## src/rtl/osc_pkg.sv

```systemverilog
// Shared FSM state encoding and command codes for the command dispatcher.
package osc_pkg;

  typedef enum logic [1:0] {
    ST_IDLE    = 2'd0,
    ST_ARM     = 2'd1,
    ST_RUN     = 2'd2,
    ST_RELEASE = 2'd3
  } state_t;

  localparam logic [7:0] CMD_ABORT       = 8'h00;
  localparam logic [7:0] CMD_TEST        = 8'h11;
  localparam logic [7:0] CMD_SAMPLER     = 8'h21;
  localparam logic [7:0] CMD_SAMPLE_READ = 8'h22;

endpackage

```

## src/rtl/cmd_dispatcher_watchdog_timer.sv

```systemverilog
// Per-run cycle counter: cleared while arming, counts while enabled and
// flags expiry once it has reached CYC-1; it holds there until cleared.
module watchdog_timer #(
  parameter int unsigned     W   = 24,
  parameter logic [W-1:0]    CYC = {W{1'b1}}
) (
  input  logic clk,
  input  logic rst_n,
  input  logic clear,
  input  logic enable,
  output logic expired
);

  localparam logic [W-1:0] LAST = CYC - W'(1);

  logic [W-1:0] count_q;
  logic [W-1:0] count_d;

  assign expired = (count_q == LAST);

  always_comb begin
    count_d = count_q;
    if (clear) begin
      count_d = '0;
    end else if (enable && !expired) begin
      count_d = count_q + W'(1);
    end
  end

  always_ff @(posedge clk or negedge rst_n) begin
    if (!rst_n) begin
      count_q <= '0;
    end else begin
      count_q <= count_d;
    end
  end

endmodule

```

## src/rtl/cmd_dispatcher.sv

```systemverilog
// Command dispatcher: maps UART command bytes onto one-hot channel activates.
// Optional run timeout is built only when CMD_DISPATCHER_TIMEOUT_EN is defined.
module cmd_dispatcher #(
  parameter int unsigned         NUM_CH      = 4,
  parameter logic [7:0]          CMD_BASE    = osc_pkg::CMD_SAMPLER,
  parameter logic [7:0]          CMD_ABORT   = osc_pkg::CMD_ABORT,
  parameter int unsigned         TIMEOUT_W   = 24,
  parameter logic [TIMEOUT_W-1:0] TIMEOUT_CYC = {TIMEOUT_W{1'b1}}
) (
  input  logic              clk_50mhz,
  input  logic              reset,
  input  logic              cmd_valid,
  input  logic [7:0]        cmd_data,
  input  logic [NUM_CH-1:0] ch_done,
  output logic [NUM_CH-1:0] ch_activate,
  output logic [7:0]        state_code,
  output logic              busy,
  output logic              err_unknown,
  output logic              err_timeout,
  output logic              cmd_dropped
);

  import osc_pkg::*;

  state_t              state_q;
  logic [NUM_CH-1:0]   sel_oh_q;
  logic [NUM_CH-1:0]   ch_activate_q;
  logic [7:0]          state_code_q;
  logic                busy_q;
  logic                err_unknown_q;
  logic                cmd_dropped_q;

  logic [NUM_CH-1:0]   dec_oh;
  logic                cmd_hit;
  logic                done_sel;

  // One comparator per channel; the one-hot result is latched as the selection.
  for (genvar gi = 0; gi < NUM_CH; gi++) begin : g_dec
    assign dec_oh[gi] = (cmd_data == CMD_BASE + 8'(gi));
  end

  assign cmd_hit  = |dec_oh;
  assign done_sel = |(ch_done & sel_oh_q);

`ifdef CMD_DISPATCHER_TIMEOUT_EN
  logic timeout_hit;
  logic err_timeout_q;

  watchdog_timer #(
    .W   (TIMEOUT_W),
    .CYC (TIMEOUT_CYC)
  ) u_watchdog (
    .clk     (clk_50mhz),
    .rst_n   (reset),
    .clear   (state_q == ST_ARM),
    .enable  (state_q == ST_RUN),
    .expired (timeout_hit)
  );

  assign err_timeout = err_timeout_q;
`else
  assign err_timeout = 1'b0;
`endif

  always_ff @(posedge clk_50mhz or negedge reset) begin
    if (!reset) begin
      state_q       <= ST_IDLE;
      sel_oh_q      <= '0;
      ch_activate_q <= '0;
      state_code_q  <= CMD_ABORT;
      busy_q        <= 1'b0;
      err_unknown_q <= 1'b0;
      cmd_dropped_q <= 1'b0;
`ifdef CMD_DISPATCHER_TIMEOUT_EN
      err_timeout_q <= 1'b0;
`endif
    end else begin
      cmd_dropped_q <= 1'b0;
      case (state_q)
        ST_IDLE: begin
          if (cmd_valid) begin
            if (cmd_hit) begin
              sel_oh_q      <= dec_oh;
              state_code_q  <= cmd_data;
              busy_q        <= 1'b1;
              err_unknown_q <= 1'b0;
`ifdef CMD_DISPATCHER_TIMEOUT_EN
              err_timeout_q <= 1'b0;
`endif
              state_q       <= ST_ARM;
            end else if (cmd_data != CMD_ABORT) begin
              err_unknown_q <= 1'b1;
            end
          end
        end
        ST_ARM: begin
          ch_activate_q <= sel_oh_q;
          cmd_dropped_q <= cmd_valid;
          state_q       <= ST_RUN;
        end
        ST_RUN: begin
          // Done wins over timeout and abort; all three leave through RELEASE.
          if (done_sel) begin
            ch_activate_q <= '0;
            state_q       <= ST_RELEASE;
          end
`ifdef CMD_DISPATCHER_TIMEOUT_EN
          else if (timeout_hit) begin
            ch_activate_q <= '0;
            err_timeout_q <= 1'b1;
            state_q       <= ST_RELEASE;
          end
`endif
          else if (cmd_valid) begin
            if (cmd_data == CMD_ABORT) begin
              ch_activate_q <= '0;
              state_q       <= ST_RELEASE;
            end else begin
              cmd_dropped_q <= 1'b1;
            end
          end
        end
        ST_RELEASE: begin
          cmd_dropped_q <= cmd_valid;
          if (!done_sel) begin
            busy_q       <= 1'b0;
            state_code_q <= CMD_ABORT;
            state_q      <= ST_IDLE;
          end
        end
        default: begin
          ch_activate_q <= '0;
          busy_q        <= 1'b0;
          state_code_q  <= CMD_ABORT;
          state_q       <= ST_IDLE;
        end
      endcase
    end
  end

  assign ch_activate = ch_activate_q;
  assign state_code  = state_code_q;
  assign busy        = busy_q;
  assign err_unknown = err_unknown_q;
  assign cmd_dropped = cmd_dropped_q;

endmodule

```

## config.mk

```make
export PLATFORM = sky130hd
export DESIGN_NAME = cmd_dispatcher
export DESIGN_NICKNAME = d
export VERILOG_FILES = /design/src/rtl/osc_pkg.sv /design/src/rtl/cmd_dispatcher_watchdog_timer.sv /design/src/rtl/cmd_dispatcher.sv
export SDC_FILE = /design/constraint.sdc
export NUM_CORES = 1
export LEC_CHECK = 0
export BUFFER_PORTS_ARGS = -buffer_cell sky130_fd_sc_hd__buf_2
export CORE_MARGIN = 2
export CORE_UTILIZATION = 46
export CTS_BUF_LIST = sky130_fd_sc_hd__clkbuf_8 sky130_fd_sc_hd__clkbuf_16
export DETAILED_ROUTE_END_ITERATION = 6
export GPL_TIMING_DRIVEN = 0
export PLACE_DENSITY_LB_ADDON = 0.1
export RECOVER_POWER = 100
export SYNTH_ARGS = -nofsm -noshare
export SYNTH_HDL_FRONTEND = slang
export SYNTH_SLANG_ARGS = --single-unit
```

## constraint.sdc

```tcl
create_clock -name clk_50mhz -period 1.44 [get_ports clk_50mhz]
set_input_delay 0.144 -clock clk_50mhz [delete_from_list [all_inputs] [get_ports clk_50mhz]]
set_output_delay 0.144 -clock clk_50mhz [all_outputs]
set_load 0.02 [all_outputs]
```

==> results by group <==
Status
  • Status: finished, violations left
  • Violated checks: setup timing

Floorplanning
  • Rows: 17
  • Die Y: between 50 and 60 um
  • Core Area: 2255 sq um
  • Die X: roughly 53 um
  • Starting Density: 0.4933
  • I/O pin cnt: 31
  • Die footprint: between 2000 and 3000 sq um

Global routing
  • Largest net degree at the start of global routing: 22
  • Vias in the first global route: around 880
  • All-Layer GR Usage: 0.2049
  • First-pass GRT wire length: just over 4000 um
  • Initial antenna violation count: 0
  • Global route total overflow: 0

Final layout
  • Ant diodes: 0
  • Area of the multi-input gates: approximately 640 sq um
  • Commonest non-fill, non-tap cell in the layout: dfrtp_1
  • Most frequent cells in the layout: dfrtp_1 (20), clkbuf_1 (15), buf_2 (12), buf_4 (12), inv_1 (6)
  • Share of cells above drive strength 1: 0.4225
  • Final non-filler cell total: between 150 and 200
  • # nets final: 163
  • Synthesis-to-finish area growth: 37.80%
  • Fill count: ~190
  • Reg area: 526.8 sq um

Timing
  • Hold Vio Cnt, Final: 0
  • Final Setup Violations: 9
  • Setup ws final: -0.1130 ns
  • Min Tclk post-route: between 1.5 and 2 ns
  • Slew @ Worst Pin: about 0.53 ns
  • Max Slew Vio Count: 0
  • RSZ-0062 raised after global routing: true
  • Max Clock Freq: around 640 MHz
  • Final worst path period share: 1.078
  • Setup Skew: 0.003913 ns
  • Max transition margin: 0.6423

Setup path
  • Startpoint type of the worst setup path: flip-flop
  • CP Capture Type: flip-flop
  • Worst Path Max Fanout: 4
  • Crit path kind: reg -> reg
  • Crit path required time: approximately 1.6 ns
  • Arr. time, crit path: 1.70 ns

Yosys
  • YS warnings: 0
  • Post-Syn Area: 1112 sq um
  • Count of cell types in the netlist: 38
  • Syn Nets: about 120
  • Syn_area_per_cell: 11.24 sq um
  • Sequential-to-total area share from yosys stat: 0.4724
  • Number of synthesized register bits: 21
  • Cells after synthesis: approximately 100

Clocking
  • TritonCTS clock tree: done
  • Clock sinks: 21
  • Clock Pin Slew Worst Setup and Hold Paths: about 0.07 ns
  • H-tree depth: 1
  • CTS Root Cell: clkbuf_8
  • Longest Clk Path Bufs: 2
  • TritonCTS Buffers: 3
  • Worst skew pair latency: 0.26 ns

Pwr
  • Peak supply drop: about 1300 uV
  • Leak: roughly 0.67 nW
  • Tot Pwr: roughly 0.0024 W
  • Internal: roughly 0.0015 W
  • Logic pwr share: 0.525
  • Sw Share: 0.3804
  • NetSw: roughly 0.0009 W
  • Clock share of power: 0.158
  • PD cells: 1543 nW/um^2
  • Seq pwr share: 0.317

Drt
  • WL final: ~2700 um
  • DRT iter0 DRCs: 9
  • Vias per cell: 5.724
  • Remaining antenna violation count: 0
  • Detailed Routing Iterations Pass 1: 4
  • WL/cell: around 16 um
  • Drt drc: 0
  • DR vias: just under 1000

Placement
  • Dpl cells: between 150 and 200
  • Hpwl dp: roughly 1700 um
  • GPL Wtd Cong: a little under 0.8
  • PortBufs: 27

Min path
  • Hold WC Path Type: in -> reg

Run
  • Max_cap viols: 0
-- stage by stage --
stage | setup WS (ns) | setup TNS, ns | cell area, sq um | util | hold WS [ns]
2_1_floorplan | -0.02877 | -0.02877 | 1125 | - | -0.1516
3_3_place_gp | -0.1969 | -1.299 | 1295 | 0.5744 | 0.1203
3_5_place_dp | -0.1955 | -1.618 | 1295 | 0.5744 | 0.1216
4_1_cts | -0.1026 | -0.1026 | 1471 | 0.6526 | 0.09185
5_1_grt | -0.1726 | -1.345 | 1533 | 0.6798 | 0.09049
6_report | -0.1130 | -0.2651 | 1533 | 0.6798 | 0.09407
-- layer usage --
metal,share of wire,GRT usage
met1,0.42,0.2509
met2,0.51,0.3313
met3,0.038,0.03390
met4,0.034,0.1325
met5,0,0
-- sequential cells by signal (all words and copies together), names as in the netlist --
register     cells
state_code       8
err_unknown      1
ch_activate      4
state_q          2
busy             1
cmd_dropped      1
sel_oh_q         4
-- synthesized netlist by cell type (all sizes together) --
library cell / count / area (sq um)
conb: 1 / 3.750
a22o: 1 / 8.760
o22ai: 3 / 18.77
nand3: 1 / 5.000
a22oi: 2 / 15.01
and2: 2 / 12.51
and4b: 1 / 10.01
o21ai: 1 / 5.000
o2bb2ai: 7 / 61.31
nor2: 5 / 18.77
nor2b: 4 / 25.02
and3: 2 / 13.77
a41oi: 1 / 16.27
nand4: 2 / 12.51
mux2: 1 / 15.01
nand2: 2 / 7.510
a21oi: 1 / 5.000
ha: 5 / 62.56
buf: 4 / 28.78
a21boi: 1 / 7.510
dfrtp: 21 / 525.5
nor4: 2 / 27.53
nor3: 2 / 20.02
clkbuf: 1 / 3.750
inv: 8 / 30.03
a2bb2oi: 3 / 26.28
or2: 1 / 6.260
mux2i: 4 / 40.04
nor3b: 1 / 7.510
a211oi: 4 / 35.03
or3: 1 / 11.26
a21o: 1 / 7.510
a31oi: 3 / 18.77
-- final cells by class --
type | count | share of cell area
Buffer | 4 | 0.01878
Clock buffer | 3 | 0.02694
Clock inverter | 1 | 0.002449
Inverter | 8 | 0.02122
Multi-Input combinational cell | 65 | 0.4204
Sequential cell | 21 | 0.3437
Tap cell | 28 | 0.02286
Timing Repair Buffer | 40 | 0.1437
-- power groups by stage --
stage	registers, W	clock network [W]	logic, W
2_1_floorplan	0.000808	0	0.000555
3_3_place_gp	0.000747	0	0.000798
3_5_place_dp	0.000753	0	0.000823
4_1_cts	0.000742	0.000381	0.00114
5_1_grt	0.000760	0.000415	0.00135
6_report	0.000750	0.000375	0.00124
-- cell families (layout without fill, tap and decap cells) --
family,Yosys count,count (layout),synth area share
buffers and inverters,13,56,0.05624
multiplexers,5,5,0.04949
AND/OR/NAND/NOR,26,26,0.1597
AO/OA/AOI/OAI,28,28,0.2025
adder cells (fa/ha/maj),5,5,0.05624
flip-flops,21,21,0.4724
other,1,1,0.003371
-- worst paths after layout --
kind / startpoint / end / slack (ns) / depth (start not counted)
max: state_q[1] / state_q[1] / -0.11 / 5
min: cmd_data[0] / sel_oh_q[1] / 0.09 / 2
max reg2reg: state_q[1] / state_q[1] / -0.11 / 5
min reg2reg: state_code[7] / state_code[7] / 0.50 / 1
max in group asynchronous: reset / sel_oh_q[2] / 0.68 / 2
min in group asynchronous: reset / ch_activate[3] / 0.39 / 2
-- critical path, stage by stage, from the launching register on --
cell	delay [ns]
dfrtp_1	0.44
buf_6	0.15
ha_4	0.15
and3_4	0.16
a211oi_4	0.23
mux2_4	0.32
-- what timing repair did --
| item | CTS | global route |
|---|---|---|
| setup endpoints to repair | 14 | 20 |
| pin swaps | 2 | 8 |
| hold buffers | 1 | 0 |
| buffers inserted | 8 | 5 |
| resized for setup | 13 | 11 |
| hold endpoints to repair | 21 | 0 |
No activity file was read; power rests on OpenSTA's default activity.
